--- src/rtl/serial_pkg.sv ---
// Shared definitions for the serial frame transmitter.
//   - FSM state encoding (2 bits, kept as plain constants so the encoding
//     stays fixed for the netlists that already depend on it)
//   - line levels for idle, start and stop
//   - counter width helper shared by the bit timer and the bit index
package serial_pkg;

   typedef logic [1:0] state_t;

   localparam state_t ST_IDLE  = 2'd0;
   localparam state_t ST_START = 2'd1;
   localparam state_t ST_DATA  = 2'd2;
   localparam state_t ST_STOP  = 2'd3;

   localparam logic LINE_IDLE = 1'b1;
   localparam logic START_LVL = 1'b0;
   localparam logic STOP_LVL  = 1'b1;

   // Width of a counter that must hold 0..n-1; never narrower than one bit.
   function automatic int cnt_width(input int n);
      return (n <= 1) ? 1 : $clog2(n);
   endfunction

endpackage

--- src/rtl/bit_timer.sv ---
// Bit-period timer for the serial transmitter.
// Counts 0..CLKS_PER_BIT-1 while enabled and raises tick in the last count,
// so whoever advances on tick holds each line level exactly CLKS_PER_BIT
// cycles.
// Ports:
//   c     in   clock, rising edge
//   rst   in   asynchronous active-high reset
//   clr   in   restart the bit period from zero (start of a new frame)
//   en    in   count enable (frame in progress)
//   tick  out  high in the final cycle of a bit period
module bit_timer
   import serial_pkg::*;
#(
   parameter int CLKS_PER_BIT = 4
) (
   input  logic c,
   input  logic rst,
   input  logic clr,
   input  logic en,
   output logic tick
);

   localparam int CW = cnt_width(CLKS_PER_BIT);
   localparam logic [CW-1:0] LAST = CW'(CLKS_PER_BIT - 1);

   logic [CW-1:0] cnt;

   always_ff @(posedge c or posedge rst) begin
      if (rst) begin
         cnt <= '0;
      end else if (clr) begin
         cnt <= '0;
      end else if (en) begin
         cnt <= (cnt == LAST) ? '0 : cnt + 1'b1;
      end
   end

   // cnt and en both come from flops, so tick has no path from any input.
   assign tick = en && (cnt == LAST);

endmodule

--- src/rtl/serial_tx_frame.sv ---
// Parallel-in, serial-out frame transmitter.
// Takes a DATA_W word on a load/ready handshake and sends it as one start
// bit (0), the data LSB first, then STOP_BITS stop bits (1). Every output is
// a flop so the far end's edge-triggered sampler sees clean levels.
// Ports:
//   c      in   clock, rising edge
//   rst    in   asynchronous active-high reset; abandons any frame
//   din    in   word to send, captured only on an accepting edge
//   load   in   send request; accepted when load & ready at an edge
//   ready  out  transmitter idle and able to accept
//   tx     out  serial line, idles high
//   tx_b   out  registered complement of tx
//   busy   out  frame in progress, always ~ready
//   done   out  one-cycle pulse in the first idle cycle after a frame
//
// state  | meaning
// IDLE   | line high, ready=1, waiting for load
// START  | start bit on the line
// DATA   | data bit bit_idx on the line (shreg[0])
// STOP   | stop bit stop_idx on the line
module serial_tx_frame
   import serial_pkg::*;
#(
   parameter int DATA_W       = 8,
   parameter int CLKS_PER_BIT = 4,
   parameter int STOP_BITS    = 1
) (
   input  logic              c,
   input  logic              rst,
   input  logic [DATA_W-1:0] din,
   input  logic              load,
   output logic              ready,
   output logic              tx,
   output logic              tx_b,
   output logic              busy,
   output logic              done
);

   localparam int IW = cnt_width(DATA_W);
   localparam logic [IW-1:0] LAST_BIT  = IW'(DATA_W - 1);
   localparam logic          LAST_STOP = 1'(STOP_BITS - 1);

   state_t            state, state_nxt;
   logic [DATA_W-1:0] shreg, shreg_nxt, shifted;
   logic [IW-1:0]     bit_idx, bit_idx_nxt;
   logic              stop_idx, stop_idx_nxt;
   logic              tx_nxt, ready_nxt, done_nxt;
   logic              accept, tick, timer_en;

   assign accept   = load & ready;
   assign timer_en = (state != ST_IDLE);
   assign shifted  = shreg >> 1;

   bit_timer #(
      .CLKS_PER_BIT(CLKS_PER_BIT)
   ) u_bit_timer (
      .c    (c),
      .rst  (rst),
      .clr  (accept),
      .en   (timer_en),
      .tick (tick)
   );

   always_comb begin
      state_nxt    = state;
      shreg_nxt    = shreg;
      bit_idx_nxt  = bit_idx;
      stop_idx_nxt = stop_idx;
      tx_nxt       = tx;
      ready_nxt    = ready;
      done_nxt     = 1'b0;
      case (state)
         ST_IDLE: begin
            tx_nxt = LINE_IDLE;
            if (accept) begin
               shreg_nxt = din;
               state_nxt = ST_START;
               tx_nxt    = START_LVL;
               ready_nxt = 1'b0;
            end
         end
         ST_START: begin
            if (tick) begin
               state_nxt   = ST_DATA;
               bit_idx_nxt = '0;
               tx_nxt      = shreg[0];
            end
         end
         ST_DATA: begin
            if (tick) begin
               shreg_nxt = shifted;
               if (bit_idx == LAST_BIT) begin
                  state_nxt    = ST_STOP;
                  stop_idx_nxt = 1'b0;
                  tx_nxt       = STOP_LVL;
               end else begin
                  bit_idx_nxt = bit_idx + 1'b1;
                  tx_nxt      = shifted[0];
               end
            end
         end
         ST_STOP: begin
            if (tick) begin
               if (stop_idx == LAST_STOP) begin
                  // ready and done rise together: this cycle is the one
                  // mandatory idle cycle before the next start bit.
                  state_nxt = ST_IDLE;
                  tx_nxt    = LINE_IDLE;
                  ready_nxt = 1'b1;
                  done_nxt  = 1'b1;
               end else begin
                  stop_idx_nxt = stop_idx + 1'b1;
               end
            end
         end
         default: begin
            state_nxt = ST_IDLE;
            tx_nxt    = LINE_IDLE;
            ready_nxt = 1'b1;
         end
      endcase
   end

   always_ff @(posedge c or posedge rst) begin
      if (rst) begin
         state    <= ST_IDLE;
         shreg    <= '0;
         bit_idx  <= '0;
         stop_idx <= 1'b0;
         tx       <= LINE_IDLE;
         tx_b     <= ~LINE_IDLE;
         ready    <= 1'b1;
         busy     <= 1'b0;
         done     <= 1'b0;
      end else begin
         state    <= state_nxt;
         shreg    <= shreg_nxt;
         bit_idx  <= bit_idx_nxt;
         stop_idx <= stop_idx_nxt;
         tx       <= tx_nxt;
         tx_b     <= ~tx_nxt;
         ready    <= ready_nxt;
         busy     <= ~ready_nxt;
         done     <= done_nxt;
      end
   end

endmodule

--- config.mk ---
export PLATFORM = sky130hd
export DESIGN_NAME = serial_tx_frame
export DESIGN_NICKNAME = d
export VERILOG_FILES = /design/src/rtl/serial_pkg.sv /design/src/rtl/bit_timer.sv /design/src/rtl/serial_tx_frame.sv
export SDC_FILE = /design/constraint.sdc
export NUM_CORES = 1
export LEC_CHECK = 0
export BUFFER_PORTS_ARGS = -buffer_cell sky130_fd_sc_hd__buf_2
export CELL_PAD_IN_SITES_DETAIL_PLACEMENT = 1
export CELL_PAD_IN_SITES_GLOBAL_PLACEMENT = 2
export CORE_ASPECT_RATIO = 0.75
export CORE_MARGIN = 4
export CORE_UTILIZATION = 30
export CTS_CLUSTER_SIZE = 10
export DETAILED_ROUTE_END_ITERATION = 10
export PLACE_DENSITY = 0.64
export SLEW_MARGIN = 20
export SYNTH_ARGS = -nofsm -noshare
export SYNTH_HDL_FRONTEND = slang
export SYNTH_SLANG_ARGS = --single-unit
--- constraint.sdc ---
create_clock -name c -period 3.7 [get_ports c]
set_input_delay 0.74 -clock c [delete_from_list [all_inputs] [get_ports c]]
set_output_delay 0.74 -clock c [all_outputs]
set_load 0.03 [all_outputs]
==> metrics.txt, run 1 <==
CP max stage delay around 0.75 ns; Non-Filler Instances between 150 and 200; Hold-fix buffers, CTS 0; largest net degree at the start of global routing 21; Metal-1 WL approximately 1300 µm; # rows 18; FMAX between 400 and 500 MHz; # fillers around 420; uppermost layer routed met4; synth unique cells 29; Synth area leader dfrtp_1; Vias/cell 4.69; max-slew violation count 0; initial antenna violation count 0; Post-CTS Resized 0; Hold Startpoint shreg[5]; Synth Cell Area 1110 µm²; clock buffer depth 2; final hold vios 0; crit path DAT around 2.5 ns; Area contributors post-synth dfrtp_1 41%, ha_1 9.0%, mux2i_1 9.0%; gr usage total 0.119; GPL Wtd Cong 0.732; minimum clock period 2.31 ns; length of routed met2 wiring 1040 µm; n_diodes 0; hold endpoint shreg[5]; vias in the first global route slightly below 900; via count a little under 800; CP delay by family, top adder cells; Area Overhead vs Synth 13.5%; H-tree depth 1; syn nets between 100 and 150; total CTS buffers 3; status finished clean; clk sink count 20; Max Cap Viol 0; Hold WC Path Type flop to flop; P per Cell Area 750 nW/µm²; drt first pass iters 4; share of layout cells above drive strength 1 0.203; first-pass GRT wire length 4310 µm; Peak VDD IR approximately 270 µV; # nets final roughly 140; fraction of post-synthesis cell area in the top cell type by area 0.407; crit path max-delay cell type ha_1; Layout Skew 0.00410 ns; die area approximately 4700 µm²; setup TNS 0 ns; Detail Route met3 WL about 50 µm; headroom to the max-slew limit 0.423; register bit total from synthesis 20; Starting Density 0.323; leakage power a little over 0.6 nW; WS Path Type flop to flop; worst r2r dst shreg[4]; top_reg_cell synth dfrtp_1; Tcrit/Tclk final 0.624; worst reg2reg path depth 6; Core Region between 3000 and 4000 µm²; Mean Syn Cell Area between 10 and 15 µm²; Die Y-Extent 60.6 µm; port bufs 15; Iter 0 DRT Violations 24; Clock Latency Late Sink 0.26 ns; post-detail-place hpwl 1780 µm; DRT Wirelength 2450 µm; antenna viol nets, final 0; Synth top cells by count 18 x dfrtp_1, 12 x nor2_1, 11 x a21oi_1, 10 x mux2i_1, 8 x ha_1; Async SR Flop Fraction 1.00; grt total ovfl 0; Placed Cells roughly 160; count leader, synth dfrtp_1; worst reg-to-reg setup slack roughly 1.4 ns; average wire per standard cell approximately 15 µm; Levels on crit path 6; setup bufs post-CTS 0; die width about 80 µm; Worst setup EP type flop; # IOs 16; startpoint types flop; Seq/Total Area, Yosys 0.455; required time of the critical path roughly 3.9 ns; Syn Inst Count just over 100; RSZ-0062 raised after global routing no; DRC viols 0; Crit path buffers/inverters 1; CTS root buf clkbuf_8; CP max FO 19; worst-path cell chain inv_1 -> ha_1 -> nor2_1 -> a211oi_4 -> nor2_1 -> a21oi_1; Post-synth EDFFs 0; Worst-Margin Slew ~0.86 ns; Setup-failing EPs final 0; CP most frequent cell nor2_1; CTS tree done; hold path cells 2; worst reg2reg path startpoint state[0]; Yosys Warn Count 0; Worst-path clk slew approximately 0.08 ns
==> worst reg2reg max path, cell delays in order (launching register included) <==
cell and delay [ns]:
dfrtp_1 0.41, inv_1 0.14, ha_1 0.75, nor2_1 0.17, a211oi_4 0.53, nor2_1 0.08, a21oi_1 0.15
==> final cells by class <==
cell class / instances / area (µm²) / share of cell area
multi-input combinational: 72 / 543 / 0.433
sequential: 20 / 503 / 0.401
timing repair buffer: 15 / 75.1 / 0.0598
tap: 50 / 62.6 / 0.0499
clock buffer: 4 / 45.0 / 0.0359
inverter: 7 / 26.3 / 0.0209
==> report_power, final <==
| part | internal [mW] | switching, mW |
|---|---|---|
| registers | 0.312 | 0.0578 |
| logic | 0.177 | 0.243 |
| clock network | 0.0766 | 0.0741 |
==> logic make-up (layout without fill, tap and decap cells) <==
group                    count (synthesis)  in the layout  synth area share
flip-flops                              20             20             0.455
buffers and inverters                   11             26            0.0543
AO/OA/AOI/OAI                           29             29             0.191
AND/OR/NAND/NOR                         24             24             0.105
multiplexers                            11             11             0.104
adder cells (fa/ha/maj)                  8              8            0.0905
==> sequential cells by signal, summed over array words and instances, names as in the netlist <==
name,count
busy,1
ready,1
bit_idx,3
shreg,8
done,1
u_bit_timer.cnt,2
tx,1
tx_b,1
state,2
==> layer usage <==
metal  track usage  vias to the layer above
met5             0                        -
met4        0.0224                        0
met3        0.0356                        2
met2         0.184                        6
met1         0.167                      388
li1              -                      392
==> per-stage QoR <==
step | area [µm²] | power, mW | setup WS [ns] | util | hold WS, ns
after floorplan | 1110 | 0.713 | 1.95 | - | 0.492
after global placement | 1210 | 0.785 | 1.48 | 0.353 | 0.518
after detailed placement | 1210 | 0.799 | 1.37 | 0.353 | 0.525
after CTS | 1250 | 0.961 | 1.35 | 0.367 | 0.544
after global routing | 1250 | 1.04 | 1.11 | 0.367 | 0.572
final | 1250 | 0.941 | 1.39 | 0.367 | 0.534
==> cell usage in the layout, fill, tap and decap left out <==
cell,count
nand2b_4,1
a21boi_0,1
a21bo_2,1
clkbuf_8,3
dfstp_2,2
a211oi_4,1
and2_1,1
o41ai_1,1
a221oi_1,2
ha_1,8
o21ai_0,4
o311a_1,1
a22o_1,5
nand3_1,1
o41a_1,1
nor2_1,12
buf_2,15
mux2_4,1
a22oi_1,1
inv_1,7
a21oi_1,11
nor2b_1,2
nand3b_1,1
mux2i_1,10
nor3_1,1
dfrtp_1,18
nand2b_1,1
clkbuf_1,1
nand2_1,4
==> worst max-delay path by stage <==
stage	startpoint	end
final	state[0]	shreg[4]
after global routing	state[0]	shreg[4]
after CTS	state[0]	shreg[4]
after detailed placement	state[0]	shreg[4]
after global placement	state[0]	shreg[7]
after floorplan	state[0]	state[1]
Power figures use the tool's default switching activity.
==> inputs of run 2 (changes only) <==
Settings changed: PLACE_DENSITY 0.64 to 0.66.
Clock period 3.7 ns to 2 ns, I/O delays scaled along.
==> run 2 against run 1 <==
Effect of this change: sequential power up 86%; routed wire length is 3.0% lower; largest power group unchanged; final area up 3.0%; power up 87%; critical path depth unchanged; first-iteration DRC count grew 110%; die area unchanged; worst setup slack worse by 1.3 ns; highest routed layer unchanged; worst hold slack lost 0.38 ns; clock-buffer cell count did not move.
==> metrics.txt, run 2 (synthesis gave the netlist of run 1 again) <==
DRC viols 0 (unchanged); P per Cell Area 1360 nW/µm² (+82%); grt total ovfl 0 (unchanged); # nets final 143 (+3.6%); port bufs 15 (unchanged); Core Region 3420 µm² (unchanged); n_diodes 0 (unchanged); worst r2r dst state[1]; Tcrit/Tclk final 0.950 (+0.327); gr usage total 0.117 (-0.00170); # IOs 16 (unchanged); drt first pass iters 4 (unchanged); via count 808 (+2.5%); Die Y-Extent 60.6 µm (unchanged); clk sink count 20 (unchanged); final hold vios 0 (unchanged); post-detail-place hpwl 1820 µm (+2.6%); clock buffer depth 2 (unchanged); worst reg2reg path depth 6 (unchanged); average wire per standard cell 13.7 µm (-5.8%); # fillers 416 (+0.24%); max FFs per register 8 (unchanged); Hold WC Path Type input port to async pin; GPL Wtd Cong 0.730 (-0.18%); CTS root buf clkbuf_8; die area 4730 µm² (unchanged); Hold-fix buffers, CTS 0 (unchanged); required time of the critical path 2.15 ns (-1.73 ns); Worst setup EP type flop; Top reg by flops shreg; max-slew violation count 0 (unchanged); crit path DAT 2.05 ns (-0.43 ns); RSZ-0062 raised after global routing yes; largest net degree at the start of global routing 21 (unchanged); worst reg2reg path startpoint state[1]; Worst setup startpoint state[1]; initial antenna violation count 0 (unchanged); Setup-failing EPs final 0 (unchanged); Vias/cell 4.67 (-0.43%); first-pass GRT wire length 4300 µm (-0.16%); setup bufs post-CTS 0 (unchanged); Worst-Margin Slew 0.320 ns (-0.545 ns); CP max FO 6 (-13); minimum hold slack 0.155 ns (-0.378 ns); die width 78.1 µm (unchanged); # rows 18 (unchanged); Peak VDD IR 496 µV (+81%); Iter 0 DRT Violations 51 (+110%); Non-Filler Instances 173 (+3.0%); vias in the first global route 873 (+0.34%); leakage power 0.647 nW (+4.0%); Starting Density 0.323 (unchanged); Worst-path clk slew 0.07 ns (about the same); Clock Latency Late Sink 0.26 ns (about the same); Post-CTS Resized 0 (unchanged); setup TNS 0 ns (unchanged); minimum clock period 1.90 ns (-0.407 ns); Largest regs shreg x8, bit_idx x3; WS Path Type flop to flop; worst reg-to-reg setup slack 0.1 ns (-1.29 ns); most common cell after layout, fill and taps aside dfrtp_1; H-tree depth 1 (unchanged); startpoint types flop; commonest cells after routing, fill and taps aside 18 x dfrtp_1, 15 x buf_2, 12 x nor2_1, 11 x a21oi_1, 10 x mux2i_1; antenna viol nets, final 0 (unchanged); Max Cap Viol 0 (unchanged); status finished clean; FMAX 526 MHz (+21%); total CTS buffers 3 (unchanged); Area Overhead vs Synth 16.9%; Layout Skew 0.00411 ns (+0.00000872 ns); CTS tree done; DRT Wirelength 2370 µm (-3.0%); headroom to the max-slew limit 0.786 (+0.363); share of layout cells above drive strength 1 0.236 (+0.0324); Tot Pwr 1.76 mW (+87%); Placed Cells 169 (+3.0%)
## run 2: cell count changes in the layout (fill, tap and decap cells not counted), sizes merged
cell,previous run,this run
buf,15,20
## run 2: layer usage
metal	GRT usage	up-vias	wire, µm
met3	0.0326	2	93
met2	0.184	12	1020
met4	0.0224	0	13
met5	0	-	0
li1	-	406	-
met1	0.164	388	1250
## run 2: worst max-delay path by stage
stage	to	slack, ns	cells after the start
3_5_place_dp	state[1]	0.04	6
6_report	state[1]	0.1	6
3_3_place_gp	state[1]	0.07	6
4_1_cts	state[1]	0.01	6
2_1_floorplan	state[1]	0.25	6
5_1_grt	state[1]	-0.03	6
## run 2: area by class of cell
type,count,area [µm²],share of cell area
Inverter,7,26.3,0.0203
Tap cell,50,62.6,0.0484
Sequential cell,20,503,0.389
Clock buffer,4,45.0,0.0348
Multi-Input combinational cell,72,543,0.420
Timing Repair Buffer,20,113,0.0871
## run 2: stage by stage
stage	setup slack (ns)	area, µm²	utilization
floorplan	0.249	1110	-
global placement	0.0707	1250	0.364
detailed placement	0.0425	1250	0.364
CTS	0.0132	1290	0.378
global route	-0.0259	1290	0.378
finish	0.0996	1290	0.378
## run 2: critical path: stages, from the launching register on
cell and delay (ns):
dfrtp_1 0.40, inv_1 0.11, ha_1 0.27, nand2b_1 0.25, a221oi_1 0.28, nand2_1 0.16
mux2_4 0.32
## run 2: report_power, final
part / total (mW) / switching (mW) / internal [mW]
Combinational: 0.801 / 0.446 / 0.355
Clock: 0.275 / 0.133 / 0.142
Sequential: 0.689 / 0.112 / 0.577
==> inputs of run 3 (changes only) <==
Settings changed: PLACE_DENSITY 0.66 to unset, PLACE_DENSITY_LB_ADDON set to 0.2.
==> run 3 against run 2 <==
Effect of this change: cell count up 0.58%; sequential share of layout area down 0.52 points; first-iteration DRC count down 69%; clock power about the same; clock skew up 0.0050 ns; register-to-register slack better by 0.09 ns; combinational power up 2%; global-route usage down 0.27 points; maximum frequency up 5.1%; critical path depth unchanged; via count up 0.37%; largest cell class unchanged.
==> metrics.txt, run 3 (synthesis gave the netlist of run 1 again) <==
clock buffer depth 2 (unchanged); n_diodes 0 (unchanged); post-route cell area 1310 µm² (+1.4%); CTS tree done; crit path max-delay cell type dfrtp_1; worst reg-to-reg setup slack 0.19 ns (+0.09 ns); Worst-Margin Slew 0.391 ns (+0.0714 ns); vias in the first global route 868 (-0.57%); post-detail-place hpwl 1850 µm (+1.7%); share of layout cells above drive strength 1 0.266 (+0.0304); Layout Skew 0.00913 ns (+0.00502 ns); Iter 0 DRT Violations 16 (-69%); # rows 18 (unchanged); DP Area 1250 µm² (+0.60%); startpoint types flop; DRC viols 0 (unchanged); sequential power share 0.385 (-0.005); largest net degree at the start of global routing 21 (unchanged); drt first pass iters 4 (unchanged); CP max FO 6 (unchanged); Setup WS post-layout 0.191 ns (+0.0915 ns); Die Y-Extent 60.6 µm (unchanged); Place WS 0.0506 ns (+0.00814 ns); worst-path cell chain inv_1 -> ha_2 -> nand2b_2 -> a221oi_1 -> nand2_1 -> mux2_4; total CTS buffers 3 (unchanged); multi-input logic area 553 µm² (+1.8%); P per Cell Area 1350 nW/µm² (-0.72%); commonest cells after routing, fill and taps aside 18 x dfrtp_1, 15 x buf_2, 12 x nor2_1, 11 x a21oi_1, 10 x mux2i_1; most common cell after layout, fill and taps aside dfrtp_1; setup TNS 0 ns (unchanged); max FFs per register 8 (unchanged); Internal 1.08 mW (+0.78%); DRT Wirelength 2410 µm (+1.8%); required time of the critical path 2.15 ns (about the same); # IOs 16 (unchanged); grt total ovfl 0 (unchanged); H-tree depth 1 (unchanged); minimum clock period 1.81 ns (-0.0915 ns); FF+latch area 503 µm² (unchanged); Area Overhead vs Synth 18.4%; die width 78.1 µm (unchanged); die area 4730 µm² (unchanged); # fillers 418 (+0.48%); Vias/cell 4.66 (-0.21%); Hold WC Path Type input port to async pin; antenna viol nets, final 0 (unchanged); gr usage total 0.114 (-0.00267); via count 811 (+0.37%); GPL Wtd Cong 0.735 (+0.63%); Max Cap Viol 0 (unchanged); port bufs 15 (unchanged); Worst-path clk slew 0.08 ns (about the same); FMAX 553 MHz (+5.1%); first-pass GRT wire length 4200 µm (-2.2%); setup bufs post-CTS 0 (unchanged); clock network power share 0.154 (-0.002); power share of the combinational group 0.462 (+0.008); Non-Filler Instances 174 (+0.58%); Peak VDD IR 554 µV (+12%); average wire per standard cell 13.9 µm (+1.2%); Sw Share 0.390 (-0.000956); max-slew violation count 0 (unchanged); WS Path Type flop to flop; CP max stage delay 0.42 ns (+0.02 ns); initial antenna violation count 0 (unchanged); # nets final 144 (+0.70%); Top reg by flops shreg; worst reg2reg path startpoint state[1]; Largest regs shreg x8, bit_idx x3; Placed Cells 170 (+0.59%); crit path DAT 1.96 ns (-0.09 ns); final hold vios 0 (unchanged); RSZ-0062 raised after global routing no; status finished clean; Starting Density 0.323 (unchanged); Worst setup EP type flop; worst r2r dst state[1]; Clock Latency Late Sink 0.26 ns (about the same); headroom to the max-slew limit 0.739 (-0.0471); leakage power 0.651 nW (+0.61%); worst reg2reg path depth 6 (unchanged); Hold-fix buffers, CTS 0 (unchanged); Tcrit/Tclk final 0.904 (-0.0458); switching power 693 µW (+0.38%); CTS root buf clkbuf_8; clk sink count 20 (unchanged); Setup-failing EPs final 0 (unchanged); minimum hold slack 0.152 ns (-0.00344 ns); Core Region 3420 µm² (unchanged); Post-CTS Resized 0 (unchanged)
==> run 3: changes by cell type in the layout (fill, tap and decap cells not counted), sizes merged <==
cell | before | now
buf | 20 | 21
==> run 3: power groups by stage <==
stage | Clock (mW) | Combinational [mW] | Sequential [mW]
after floorplan | 0 | 0.582 | 0.738
after global placement | 0 | 0.796 | 0.686
after detailed placement | 0 | 0.822 | 0.688
after CTS | 0.289 | 0.826 | 0.683
after global routing | 0.321 | 0.917 | 0.710
final | 0.273 | 0.819 | 0.683
==> run 3: critical path, delay by kind of cell (launching register included) <==
family | cells | cell delay, ns
mux | 1 | 0.32
compound gates | 1 | 0.25
buf+inv | 1 | 0.11
simple gates | 2 | 0.38
flops | 1 | 0.42
fa+ha+maj | 1 | 0.22
==> run 3: worst max path at each step <==
stage          startpoint        to  cells past startpoint
2_1_floorplan    state[0]  state[1]                      6
3_3_place_gp     state[0]  state[1]                      6
3_5_place_dp     state[1]  state[1]                      6
4_1_cts          state[1]  state[1]                      6
5_1_grt          state[0]  state[1]                      6
6_report         state[1]  state[1]                      6
==> run 3: final cells by class <==
cell class / instances / area share
clock buffer: 4 / 0.0344
sequential: 20 / 0.384
inverter: 7 / 0.0201
tap: 50 / 0.0478
multi-input combinational: 72 / 0.422
timing repair buffer: 21 / 0.0917
==> run 3: per-stage QoR <==
step,utilization,total power [mW]
after floorplan,-,1.32
after global routing,0.383,1.95
after detailed placement,0.367,1.51
final,0.383,1.77
after global placement,0.367,1.48
after CTS,0.380,1.80
==> run 3: routing by layer <==
layer | share of wire | vias up | global-route usage
li1 | - | 411 | -
met1 | 0.55 | 388 | 0.157
met2 | 0.42 | 10 | 0.185
met3 | 0.024 | 2 | 0.0356
met4 | 0.0050 | 0 | 0.0150
met5 | 0 | - | 0
